File: config.mk
export PLATFORM = sky130hd
export DESIGN_NAME = pdm_cic_decimator
export DESIGN_NICKNAME = d
export VERILOG_FILES = /design/src/rtl/pdm_pkg.sv /design/src/rtl/pdm_ock_edge.sv /design/src/rtl/pdm_cic_decimator.sv
export SDC_FILE = /design/constraint.sdc
export NUM_CORES = 1
export LEC_CHECK = 0
export BUFFER_PORTS_ARGS = -buffer_cell sky130_fd_sc_hd__buf_2
export CAP_MARGIN = 20
export CORE_MARGIN = 2
export CORE_UTILIZATION = 54
export CTS_BUF_LIST = sky130_fd_sc_hd__clkbuf_4
export DETAILED_ROUTE_END_ITERATION = 10
export GPL_ROUTABILITY_DRIVEN = 0
export PLACE_DENSITY = 0.73
export RECOVER_POWER = 100
export SYNTH_ARGS = -nofsm -noshare
export SYNTH_HDL_FRONTEND = slang
export SYNTH_SLANG_ARGS = --single-unit
File: constraint.sdc
create_clock -name clk -period 7.4 [get_ports clk]
set_clock_uncertainty 0.05 [all_clocks]
set_input_delay 0.74 -clock clk [delete_from_list [all_inputs] [get_ports clk]]
set_output_delay 0.74 -clock clk [all_outputs]
set_load 0.03 [all_outputs]
File: src/rtl/pdm_pkg.sv
// pdm_pkg: constants and width helpers shared by the PDM front-end blocks.
// PDM_MID is the offset-binary midscale common to the PDM demodulator and
// the CIC decimator outputs.
package pdm_pkg;

   localparam logic [31:0] PDM_MID = 32'h8000_0000;

   // Floor of log2 for a positive value; exact for powers of two.
   function automatic int unsigned pdm_log2(input int unsigned value);
      int unsigned result;
      result = 32'd0;
      for (int unsigned i = 32'd0; i < 32'd32; i++) begin
         if ((value >> i) > 32'd1) begin
            result = i + 32'd1;
         end
      end
      return result;
   endfunction

   // CIC register width: ORDER*log2(RATE) bits of growth, one sign bit and
   // one extra bit so that the full-scale comb result +RATE^ORDER is representable.
   function automatic int unsigned pdm_gw(input int unsigned order, input int unsigned rate);
      return order * pdm_log2(rate) + 32'd2;
   endfunction

endpackage

File: src/rtl/pdm_ock_edge.sv
// pdm_ock_edge: two-flop synchronizer for the PDM bit clock plus a one-cycle
// edge strobe. FALLING selects which edge the strobe marks, so the other PDM
// blocks can reuse this for either sampling polarity.
module pdm_ock_edge #(
   parameter bit FALLING = 1'b0
) (
   input  logic clk,
   input  logic rstn,
   input  logic ock_i,
   output logic stb_o
);

   logic ock_d_q;
   logic ock_dd_q;

   // Synchronize ock into the clk domain; only rstn clears it.
   always_ff @(posedge clk or negedge rstn) begin
      if (!rstn) begin
         ock_d_q  <= 1'b0;
         ock_dd_q <= 1'b0;
      end else begin
         ock_d_q  <= ock_i;
         ock_dd_q <= ock_d_q;
      end
   end

   if (FALLING) begin : g_fall
      assign stb_o = ~ock_d_q & ock_dd_q;
   end else begin : g_rise
      assign stb_o = ock_d_q & ~ock_dd_q;
   end

endmodule

File: src/rtl/pdm_cic_decimator.sv
// pdm_cic_decimator: 1-bit PDM to offset-binary PCM through an ORDER-stage
// CIC decimator of ratio RATE, with a valid/ready output register.
// Optional feature macro: PDM_CIC_OVR_CNT_EN adds the saturating 16-bit
// overrun counter port ovr_cnt (cleared only by rstn).
module pdm_cic_decimator
   import pdm_pkg::*;
#(
   parameter int ORDER = 4,
   parameter int RATE  = 64,
   parameter int OW    = 32
) (
   input  logic          clk,
   input  logic          rstn,
   input  logic          en,
   input  logic          ock,
   input  logic          sdi,
   output logic [OW-1:0] dout,
   output logic          dout_valid,
   input  logic          dout_ready
`ifdef PDM_CIC_OVR_CNT_EN
   ,
   output logic [15:0]   ovr_cnt
`endif
);

   localparam int LR  = int'(pdm_log2(RATE));
   localparam int GW  = int'(pdm_gw(ORDER, RATE));
   localparam int SW  = ORDER * LR + 1;   // saturated sample width
   localparam int PAD = OW - SW;          // zero LSBs after left-justify

   localparam logic signed [GW-1:0] PLUS_ONE   = {{(GW-1){1'b0}}, 1'b1};
   localparam logic signed [GW-1:0] MINUS_ONE  = {GW{1'b1}};
   localparam logic [LR-1:0]        PHASE_ONE  = LR'(1);
   localparam logic [2:0]           SETTLE_MAX = 3'(ORDER);
   localparam logic [OW-1:0]        MID_OW     = {PDM_MID[31], {(OW-1){1'b0}}};
   localparam logic [SW-1:0]        SAT_POS    = {1'b0, {(SW-1){1'b1}}};
   localparam logic [SW-1:0]        SAT_NEG    = {1'b1, {(SW-1){1'b0}}};

   logic                 bit_stb_s;
   logic signed [GW-1:0] bit_val_s;
   logic signed [GW-1:0] int_s [ORDER];
   logic signed [GW-1:0] cin_s [ORDER+1];
   logic signed [GW-1:0] comb_s;
   logic [SW-1:0]        sat_s;
   logic [OW-1:0]        just_s;
   logic [OW-1:0]        pcm_s;
   logic                 settled_s;
   logic                 load_s;
   logic                 blocked_s;

   logic [LR-1:0] phase_q, phase_d;
   logic          dec_stb_q, dec_stb_d;
   logic [2:0]    settle_q, settle_d;
   logic [OW-1:0] dout_q, dout_d;
   logic          valid_q, valid_d;

   pdm_ock_edge #(
      .FALLING (1'b0)
   ) u_ock_edge (
      .clk   (clk),
      .rstn  (rstn),
      .ock_i (ock),
      .stb_o (bit_stb_s)
   );

   assign bit_val_s = sdi ? PLUS_ONE : MINUS_ONE;

   // Integrator chain: stage k accumulates the previous-cycle value of stage k-1.
   for (genvar k = 0; k < ORDER; k++) begin : g_int
      logic signed [GW-1:0] acc_q, acc_d;
      logic signed [GW-1:0] addend_s;

      if (k == 0) begin : g_first
         assign addend_s = bit_val_s;
      end else begin : g_next
         assign addend_s = int_s[k-1];
      end

      // Next accumulator value: add on each bit strobe, wrap modulo 2^GW.
      always_comb begin
         acc_d = acc_q;
         if (!en) begin
            acc_d = '0;
         end else if (bit_stb_s) begin
            acc_d = acc_q + addend_s;
         end else begin
            acc_d = acc_q;
         end
      end

      // Integrator state register.
      always_ff @(posedge clk or negedge rstn) begin
         if (!rstn) begin
            acc_q <= '0;
         end else begin
            acc_q <= acc_d;
         end
      end

      assign int_s[k] = acc_q;
   end

   assign cin_s[0] = int_s[ORDER-1];

   // Comb chain: evaluated combinationally, delays capture inputs on dec_stb.
   for (genvar k = 0; k < ORDER; k++) begin : g_comb
      logic signed [GW-1:0] z_q, z_d;

      assign cin_s[k+1] = cin_s[k] - z_q;

      // Comb delay update on the decimation strobe.
      always_comb begin
         z_d = z_q;
         if (!en) begin
            z_d = '0;
         end else if (dec_stb_q) begin
            z_d = cin_s[k];
         end else begin
            z_d = z_q;
         end
      end

      // Comb delay register.
      always_ff @(posedge clk or negedge rstn) begin
         if (!rstn) begin
            z_q <= '0;
         end else begin
            z_q <= z_d;
         end
      end
   end

   assign comb_s = cin_s[ORDER];

   // Clamp to SW-bit signed; only +RATE^ORDER can actually overflow.
   always_comb begin
      sat_s = comb_s[SW-1:0];
      if (comb_s[GW-1] == comb_s[GW-2]) begin
         sat_s = comb_s[SW-1:0];
      end else if (!comb_s[GW-1]) begin
         sat_s = SAT_POS;
      end else begin
         sat_s = SAT_NEG;
      end
   end

   assign just_s = OW'(sat_s) << PAD;
   assign pcm_s  = just_s ^ MID_OW;

   assign settled_s = (settle_q == SETTLE_MAX);
   assign load_s    = dec_stb_q & settled_s;
   assign blocked_s = valid_q & ~dout_ready;

   // Phase, settling and output handshake next-state logic.
   always_comb begin
      phase_d   = phase_q;
      dec_stb_d = 1'b0;
      settle_d  = settle_q;
      dout_d    = dout_q;
      valid_d   = valid_q;
      if (!en) begin
         phase_d   = '0;
         dec_stb_d = 1'b0;
         settle_d  = 3'd0;
         dout_d    = MID_OW;
         valid_d   = 1'b0;
      end else begin
         if (bit_stb_s) begin
            phase_d   = phase_q + PHASE_ONE;
            dec_stb_d = &phase_q;
         end else begin
            phase_d   = phase_q;
            dec_stb_d = 1'b0;
         end

         if (dec_stb_q && !settled_s) begin
            settle_d = settle_q + 3'd1;
         end else begin
            settle_d = settle_q;
         end

         if (load_s && !blocked_s) begin
            dout_d  = pcm_s;
            valid_d = 1'b1;
         end else if (load_s) begin
            dout_d  = dout_q;
            valid_d = valid_q;
         end else if (valid_q && dout_ready) begin
            dout_d  = dout_q;
            valid_d = 1'b0;
         end else begin
            dout_d  = dout_q;
            valid_d = valid_q;
         end
      end
   end

   // Control and output registers.
   always_ff @(posedge clk or negedge rstn) begin
      if (!rstn) begin
         phase_q   <= '0;
         dec_stb_q <= 1'b0;
         settle_q  <= 3'd0;
         dout_q    <= MID_OW;
         valid_q   <= 1'b0;
      end else begin
         phase_q   <= phase_d;
         dec_stb_q <= dec_stb_d;
         settle_q  <= settle_d;
         dout_q    <= dout_d;
         valid_q   <= valid_d;
      end
   end

   assign dout       = dout_q;
   assign dout_valid = valid_q;

`ifdef PDM_CIC_OVR_CNT_EN
   logic [15:0] ovr_q, ovr_d;
   logic        overrun_s;

   assign overrun_s = en & load_s & blocked_s;

   // Saturating count of samples dropped because the consumer stalled.
   always_comb begin
      ovr_d = ovr_q;
      if (overrun_s && (ovr_q != 16'hFFFF)) begin
         ovr_d = ovr_q + 16'd1;
      end else begin
         ovr_d = ovr_q;
      end
   end

   // Overrun counter register; en does not clear it.
   always_ff @(posedge clk or negedge rstn) begin
      if (!rstn) begin
         ovr_q <= 16'd0;
      end else begin
         ovr_q <= ovr_d;
      end
   end

   assign ovr_cnt = ovr_q;
`endif

endmodule

After elaboration in Yosys (flattened, before gate mapping)
Cells that the tools add are included.
Widths: inputs -> output; s select.

storage, ports and cells
  register bits = 253
  input bits = 6
  output and inout port bits = 33
  word-level logic and storage cells = 77

cells by class
  reductions and logical operators = 7
  eq/ne operators = 8
  bitwise operators = 6
  multiplexer cells = 31
  $add $sub $neg = 10

operators with widths
  kind                 count
  $mux 26              17
  $add 26x26->26       4
  $sub 26x26->26       4
  $mux 32              2
  $mux 25              2
  $mux 6               2
  $ne 2x1->1 const B   4
  $add 6x1->6 const B  1
  $mux 1               6
  $mux 3               2
  $reduce_and 6->1     1
  $add 3x1->3 const B  1
  $and 1x1->1          3
  $eq 3x3->1 const B   1
  $logic_and 1x1->1    3
  $ne 3x1->1 const B   1
  $ne 3x2->1 const B   1
  $not 1->1            3
  $logic_not 1->1      2
  $reduce_and 2->1     1
  $eq 1x1->1           1

Depth between registers and ports, before layout
Gate-level depths: netlist of run 1.

  word-level depth = 9
  mapped depth = 40
  mapped depth without buffers = 39

Cells and area by module
Synthesis of run 1 repeated with hierarchy kept, for this count alone.

second synthesis, totals
  cells, all modules = 2187
  area total of the unflattened synthesis = 20035.5 um^2

by module, submodules not included
  module             area an instance (um^2)  times used  cells an instance  sequential area each (um^2)
  pdm_cic_decimator  19971.7                  1           2184               6107.1
  pdm_ock_edge       63.8                     1           3                  50.0

Worst setup path before layout of run 1
OpenSTA, ideal clock, no wires.

  path kind = reg-to-reg
  start = register g_int[3].acc_q[0]
  end = register dout_q[13], in the netlist dout[13]
  stages on the path, launching flop included = 41
  clock period less this slack = 7529 ps
  arrival = 7353 ps
  setup time = 126 ps
  slack = -129 ps
  cells stage by stage = dfrtp_1 > inv_1 > ha_1 > fa_1 > nor2b_1 > o21ai_0 > a21boi_0 > o21ai_0 > nor2b_1 > o21ba_2 > xnor2_1 > ha_1 > o21a_1 > o21a_1 > a21boi_0 > o21ai_0 > nand2b_1 > a21o_1 > (+5 left out) > a32o_1 > a211oi_1 > inv_1 > a21oi_1 > xnor2_1 > ha_1 > nand3_1 > inv_1 > nand3_1 > or2_2 > o211a_1 > o2bb2ai_1 > a211oi_1 > xnor2_1 > xor2_2 > a21oi_2 > buf_6 > a221o_1

on the way
  word-level cells in the longest chain between the ends = 8
  elaborated cells between the ends (all ways) = 9

ends and longest elaborated chain
  element                                RTL line                                            source
  start: declaration                     pdm_cic_decimator.sv:70                             logic signed [GW-1:0] acc_q, acc_d;
  start signal: assignment               pdm_cic_decimator.sv:94                             acc_q <= '0;
  start signal: assignment               pdm_cic_decimator.sv:96                             acc_q <= acc_d;
  $sub 26x26->26 (*) (4 in a row)        pdm_cic_decimator.sv:109                            assign cin_s[k+1] = cin_s[k] - z_q;
  $mux 25 or $eq 1x1->1 (tied branches)  pdm_cic_decimator.sv:140, pdm_cic_decimator.sv:138
  $mux 25 (*)                            pdm_cic_decimator.sv:138                            if (comb_s[GW-1] == comb_s[GW-2]) begin
  $mux 32 (*)                            pdm_cic_decimator.sv:182                            if (load_s && !blocked_s) begin
  $mux 32 (*)                            pdm_cic_decimator.sv:161                            if (!en) begin
  end signal: assignment                 pdm_cic_decimator.sv:210                            dout_q <= dout_d;
  end: declaration                       pdm_cic_decimator.sv:54                             logic [OW-1:0] dout_q, dout_d;

Mark *: on every way between the ends. The rest lies on a longest branch, timed or not. The select of a mux whose other input is x is not followed.
A chain may end at the register's enable or synchronous reset.

Final worst setup path of run 1
  start = register g_int[3].acc_q[0]
  end = register dout_q[30], in the netlist dout[30]

Same word-level chain as after synthesis.

==> results of run 1 <==
final cells by class:
class	instances	area, sq um	share of cell area (%)
Multi-Input combinational cell	1791	12900	58.0
Sequential cell	246	6160	27.7
Timing Repair Buffer	156	1120	5.06
Clock buffer	90	676	3.04
Inverter	154	583	2.62
Tap cell	461	577	2.60
Clock inverter	34	210	0.946
Antenna cell	1	2.50	0.0113
flip-flops by register name (all words and copies together) (netlist names):
register and flops:
g_comb.z_q 104, g_int.acc_q 104, dout 25, phase_q 6
settle_q 3, dec_stb_q 1, dout_valid 1, u_ock_edge.ock_d_q 1
u_ock_edge.ock_dd_q 1
cell families after synthesis:
family,count (synthesis),share of synthesized area [%]
XOR/XNOR,165,7.58
flip-flops,246,31.8
adder cells (fa/ha/maj),211,13.9
AND/OR/NAND/NOR,678,16.0
buffers and inverters,229,4.66
AO/OA/AOI/OAI,623,20.5
other,1,0.0194
multiplexers,106,5.49
through the flow:
step | cells | hold WS (ns) | setup TNS (ns) | utilization [%] | power (mW)
2_1_floorplan | 2265 | 0.318 | 0 | - | 3.94
3_3_place_gp | 2774 | 0.409 | -4.37 | 57.9 | 5.09
3_5_place_dp | 2774 | 0.403 | -9.41 | 57.9 | 5.19
4_1_cts | 2913 | 0.0199 | -0.260 | 61.5 | 7.01
5_1_grt | 2933 | 0.243 | -9.68 | 62.6 | 8.02
6_report | 2933 | 0.254 | -0.0244 | 62.6 | 7.57
power groups by stage:
stage,registers (mW),logic [mW],clock network (mW)
detailed placement,1.41,3.78,0
global placement,1.41,3.68,0
CTS,1.39,4.28,1.34
global route,1.39,5.22,1.41
floorplan,1.41,2.53,0
finish,1.39,4.87,1.31
layer usage:
layer,global-route usage (%),up-vias
li1,-,8378
met1,27.4,8056
met2,43.1,315
met3,3.66,140
met4,12.7,0
met5,0,-
repair_timing:
action,4_1_cts,5_1_grt
resized for setup,63,62
gates cloned,1,1
setup endpoints to repair,25,25
hold endpoints to repair,1,0
buffers inserted,13,19
pin swaps,61,72
hold buffers,1,0
cells in the mapped netlist, drive strengths merged (21+ instances only):
cell type | number | share of area (%)
a211oi | 36 | 1.4
a21o | 64 | 2.5
a21oi | 238 | 6.2
buf | 21 | 0.60
clkbuf | 53 | 1.0
dfrtp | 245 | 32
ha | 202 | 13
inv | 154 | 3.0
mux2i | 104 | 5.4
nand2 | 212 | 4.1
nand2b | 31 | 1.0
nand3 | 52 | 1.3
nor2 | 226 | 4.4
nor2b | 30 | 0.97
nor3 | 37 | 0.98
o21a | 34 | 1.3
o21ai | 102 | 2.6
o21bai | 26 | 1.0
xnor2 | 112 | 5.1
xor2 | 52 | 2.4
final timing paths:
kind / from / end / slack, ns / cells past startpoint
worst max-delay path: g_int[3].acc_q[0] / dout[30] / -0.02 / 42
worst min-delay path: dout_ready / dout_valid / 0.25 / 3
worst max register to register: g_int[3].acc_q[0] / dout[30] / -0.02 / 42
worst min register to register: u_ock_edge.ock_d_q / u_ock_edge.ock_dd_q / 0.44 / 0
max in group asynchronous: rstn / g_int[3].acc_q[3] / 1.47 / 1
min in group asynchronous: rstn / dout[14] / 2.24 / 1
worst max-delay path, delay by kind of cell (launching register included):
family	cells	cell delay, ns
compound gates	17	2.90
xor+xnor	4	0.81
fa+ha+maj	5	1.38
buf+inv	7	0.85
flops	1	0.35
simple gates	9	0.95
==> results.yml, run 1 <==
global_routing:
  grt_max_degree: 130
  antenna_found_initial: 1
  grt_pass1_wl_mm: 76.6
  grt_overflow: 0
  grt_usage_pct: 24.0
  grt_pass1_vias: 16931
drt:
  top_layer: "met4"
  firstDrtPassIters: 5
  postRouteAntennaNets: 0
  met1_length_mm: 19.3
  drt_wl_total_mm: 45.9
  wire_per_inst_um: 15.7
  via_per_inst: 5.76
  wl_met2_mm: 23.0
  wl_met3_mm: 1.44
  dr_total_vias: 16889
  drt_iter0_markers: 836
  remaining_drc_errors: 0
floorplanning:
  die_w_um: 193
  dieArea_sq_um: 37400
  initial_core_util_pct: 54.6
  num_io_pins: 39
  core_sq_um: 35500
  die_y_um: 193
  num_rows: 69
placement:
  portBuffers: 31
  dp_slack_ns: -0.453
  dp_hpwl_mm: 31.2
  place_area_sq_um: 20500
logic_synthesis:
  yosys_most_used_dff: "dfrtp_1"
  netlist_area_sq_um: 19400
  ys_types: 85
  async_flop_share_pct: 100
  synth_edf_count: 0
  ys_warn_count: 0
  avgSynthCellArea_sq_um: 8.57
  syn_inst: 2259
  synth.yosys.seq_area_share_pct: 31.8
  synth_seq_cells: 246
status:
  status: "finished with violations"
  violations: "capacitance limit, slew limit, setup timing"
sta:
  relSlewSlack_pct: -320
  maxSlewViolCount: 180
  fmax_mhz: 135
  finalSetupViolations: 1
  setup_ws_ns: -0.0244
  rsz0062_at_grt: "true"
  period_share_pct: 100
  hold_viol: 0
  min_period_ns: 7.42
  tightest_slew_ns: 6.30
setup_path:
  max_stage_delay_ns: 0.42
  endpoint_kind: "flip-flop"
  required_ns: 7.98
  cp-start-kind: "flip-flop"
  slowest_stage: "a221o_1"
  path_class: "flip-flop to flip-flop"
  worst_path_most_repeated_cell: "buf_4"
  worstPathMaxFanout: 6
  crit_arrival_ns: 8.01
clocking:
  cts_tree: "done"
  cts_htree_levels: 3
  cts-root-buf: "clkbuf_4"
  cts_buffer_depth: 3
  cts_sinks: 246
  path_clk_slew_ns: 0.07
  clk_latency_ns: 0.79
  cts_buffers: 73
layout:
  nNetsFinal: 2638
  stdcell_area_sq_um: 22200
  fillers: 2936
  final_cell_mix: "dfrtp_1, nor2_1, a21oi_1"
  synthToLayoutAreaGrowth_pct: 14.7
  final_common_cell: "dfrtp_1"
  drive_above_1_share_pct: 14.4
power_and_ir_drop:
  p_sw_share_pct: 43.2
  pwr-share-clk_pct: 17.3
  p_leak_nw: 10.2
  internal-power_mw: 4.30
  p_per_area_nw_per_um2: 341
  p_seq_share_pct: 18.4
  combPwrFrac_pct: 64.3
  irDropWorstVdd_mv: 0.407
  switchingPower_mw: 3.27
worst_hold_path:
  hold_path_class: "primary input to flip-flop"
run:
  drv_cap: 2
Power figures use the tool's default switching activity.
==> inputs of run 2 (changes only) <==
Settings changed: BUFFER_PORTS_ARGS -buffer_cell sky130_fd_sc_hd__buf_2 to unset, CORE_UTILIZATION 54 to 30, DONT_BUFFER_PORTS set to 1, PLACE_DENSITY 0.73 to unset.
==> results.yml, run 2 (synthesis results as in run 1) <==
global_routing:
  antenna_found_initial: 2
  grt_max_degree: 247
  grt_overflow: 0
  grt_usage_pct: 13.5
  grt_pass1_wl_mm: 76.7
  grt_pass1_vias: 16368
clocking:
  cts_sinks: 246
  cts_htree_levels: 3
  cts_buffer_depth: 3
  cts_tree: "done"
  cts_buffers: 72
  clk_latency_ns: 0.79
  path_clk_slew_ns: 0.07
  cts-root-buf: "clkbuf_4"
setup_path:
  worst_path_most_repeated_cell: "buf_4"
  worstPathMaxFanout: 6
  slowest_stage: "dfrtp_1"
  endpoint_kind: "flip-flop"
  max_stage_delay_ns: 0.41
  reg2reg_slack_ns: 0.04
  crit_arrival_ns: 7.98
  reg2reg_to: "dout[9]"
  path_class: "flip-flop to flip-flop"
  cp-start-kind: "flip-flop"
  required_ns: 8.02
  worstReg2RegStart: "g_comb[0].z_q[0]"
  rr_worst_depth: 39
sta:
  period_share_pct: 99.5
  fmax_mhz: 136
  min_period_ns: 7.36
  hold_viol: 24
  fin_tns_setup_ns: 0
  relSlewSlack_pct: -161
  tightest_slew_ns: 3.91
  whs_ns: -0.180
  maxSlewViolCount: 356
  setup_ws_ns: 0.0374
  rsz0062_at_grt: "true"
  finalSetupViolations: 0
drt:
  firstDrtPassIters: 5
  wl_met3_mm: 1.61
  via_per_inst: 4.97
  drt_wl_total_mm: 46.0
  dr_total_vias: 16562
  met1_length_mm: 21.1
  remaining_drc_errors: 0
  wl_met2_mm: 21.9
  drt_iter0_markers: 685
  postRouteAntennaNets: 0
  wire_per_inst_um: 13.8
  top_layer: "met4"
layout:
  nNetsFinal: 2637
  stdcell_count: 3335
  synthToLayoutAreaGrowth_pct: 17.4
  final_common_cell: "dfrtp_1"
  final_cell_mix: "dfrtp_1, nor2_1, a21oi_1"
  drive_above_1_share_pct: 14.9
floorplanning:
  core_sq_um: 64100
  dieArea_sq_um: 66600
  initial_core_util_pct: 30.2
  num_io_pins: 39
  num_rows: 93
  die_y_um: 258
  die_w_um: 258
power_and_ir_drop:
  power_mw: 7.40
  p_per_area_nw_per_um2: 326
  p_leak_nw: 10.2
  irDropWorstVdd_mv: 0.343
placement:
  dp.cells: 3176
  dp_hpwl_mm: 31.8
  dp_slack_ns: -0.503
  portBuffers: 0
worst_hold_path:
  hold_path_class: "primary input to asynchronous set/reset pin"
status:
  violations: "hold timing, capacitance limit, slew limit"
  status: "finished with violations"
run:
  drv_cap: 4
==> run 2: cell types whose count changed in the layout (fill, tap and decap cells not counted), moves of 3 or more <==
cell and change:
buf_6 -4, a211oi_2 -8, buf_4 +30, a21oi_1 +3, clkbuf_1 -17, a211oi_1 +8, clkbuf_4 +13, clkinv_1 -9
buf_2 -10, diode_2 +5
==> run 2: how the worst max path moves through the flow <==
stage / from / endpoint / slack, ns / depth (start not counted)
floorplan: g_int[3].acc_q[0] / dout[13] / 0.01 / 40
detailed placement: g_int[3].acc_q[0] / dout[17] / -0.50 / 40
finish: g_comb[0].z_q[0] / dout[9] / 0.04 / 39
global placement: g_int[3].acc_q[0] / dout[11] / -0.30 / 39
global route: g_comb[0].z_q[0] / dout[9] / -0.33 / 38
CTS: g_int[3].acc_q[1] / dout[7] / 0.007 / 35
==> run 2: critical path: cells and delay by family, from the launching register on <==
family	cells	cell delay [ns]
and+or+nand+nor	8	1.01
buffers and inverters	6	0.77
DFF	1	0.41
xor gates and xnor gates	5	0.81
AOI/OAI and AO/OA	15	2.65
adders and majority gates	5	1.56
==> run 2: metrics by stage <==
| stage | util, % | instance area (sq um) |
|---|---|---|
| 2_1_floorplan | - | 19400 |
| 3_3_place_gp | 33.0 | 21100 |
| 3_5_place_dp | 33.0 | 21100 |
| 4_1_cts | 34.9 | 22300 |
| 5_1_grt | 35.5 | 22700 |
| 6_report | 35.5 | 22700 |
==> run 2: layout make-up <==
class	instances	area, sq um
repair buffers	156	1200
clock buffers	103	773
multi-input cells	1791	12800
flip-flops and latches	246	6160
clock inverters	24	176
diodes	6	15.0
inverters	154	583
well taps	855	1070
fillers	6509	41400
==> run 2: where the power goes <==
| group | internal, mW | switching, mW |
|---|---|---|
| registers | 1.37 | 0.0241 |
| logic | 2.23 | 2.41 |
| clock network | 0.744 | 0.629 |
| total | 4.34 | 3.07 |
==> run 2: layer usage <==
layer  vias up  track usage, %
li1       8371               -
met1      7826            16.7
met2       272            23.1
met3        93            2.76
met4         0            5.07
met5         -               0
==> run 2: what timing repair did <==
action | CTS | global route
pin swaps | 27 | 76
hold endpoints to repair | 263 | 0
setup buffers | 10 | 10
cloned | 0 | 2
setup endpoints to repair | 25 | 25
gates resized for setup | 31 | 71
hold buffers | 4 | 0
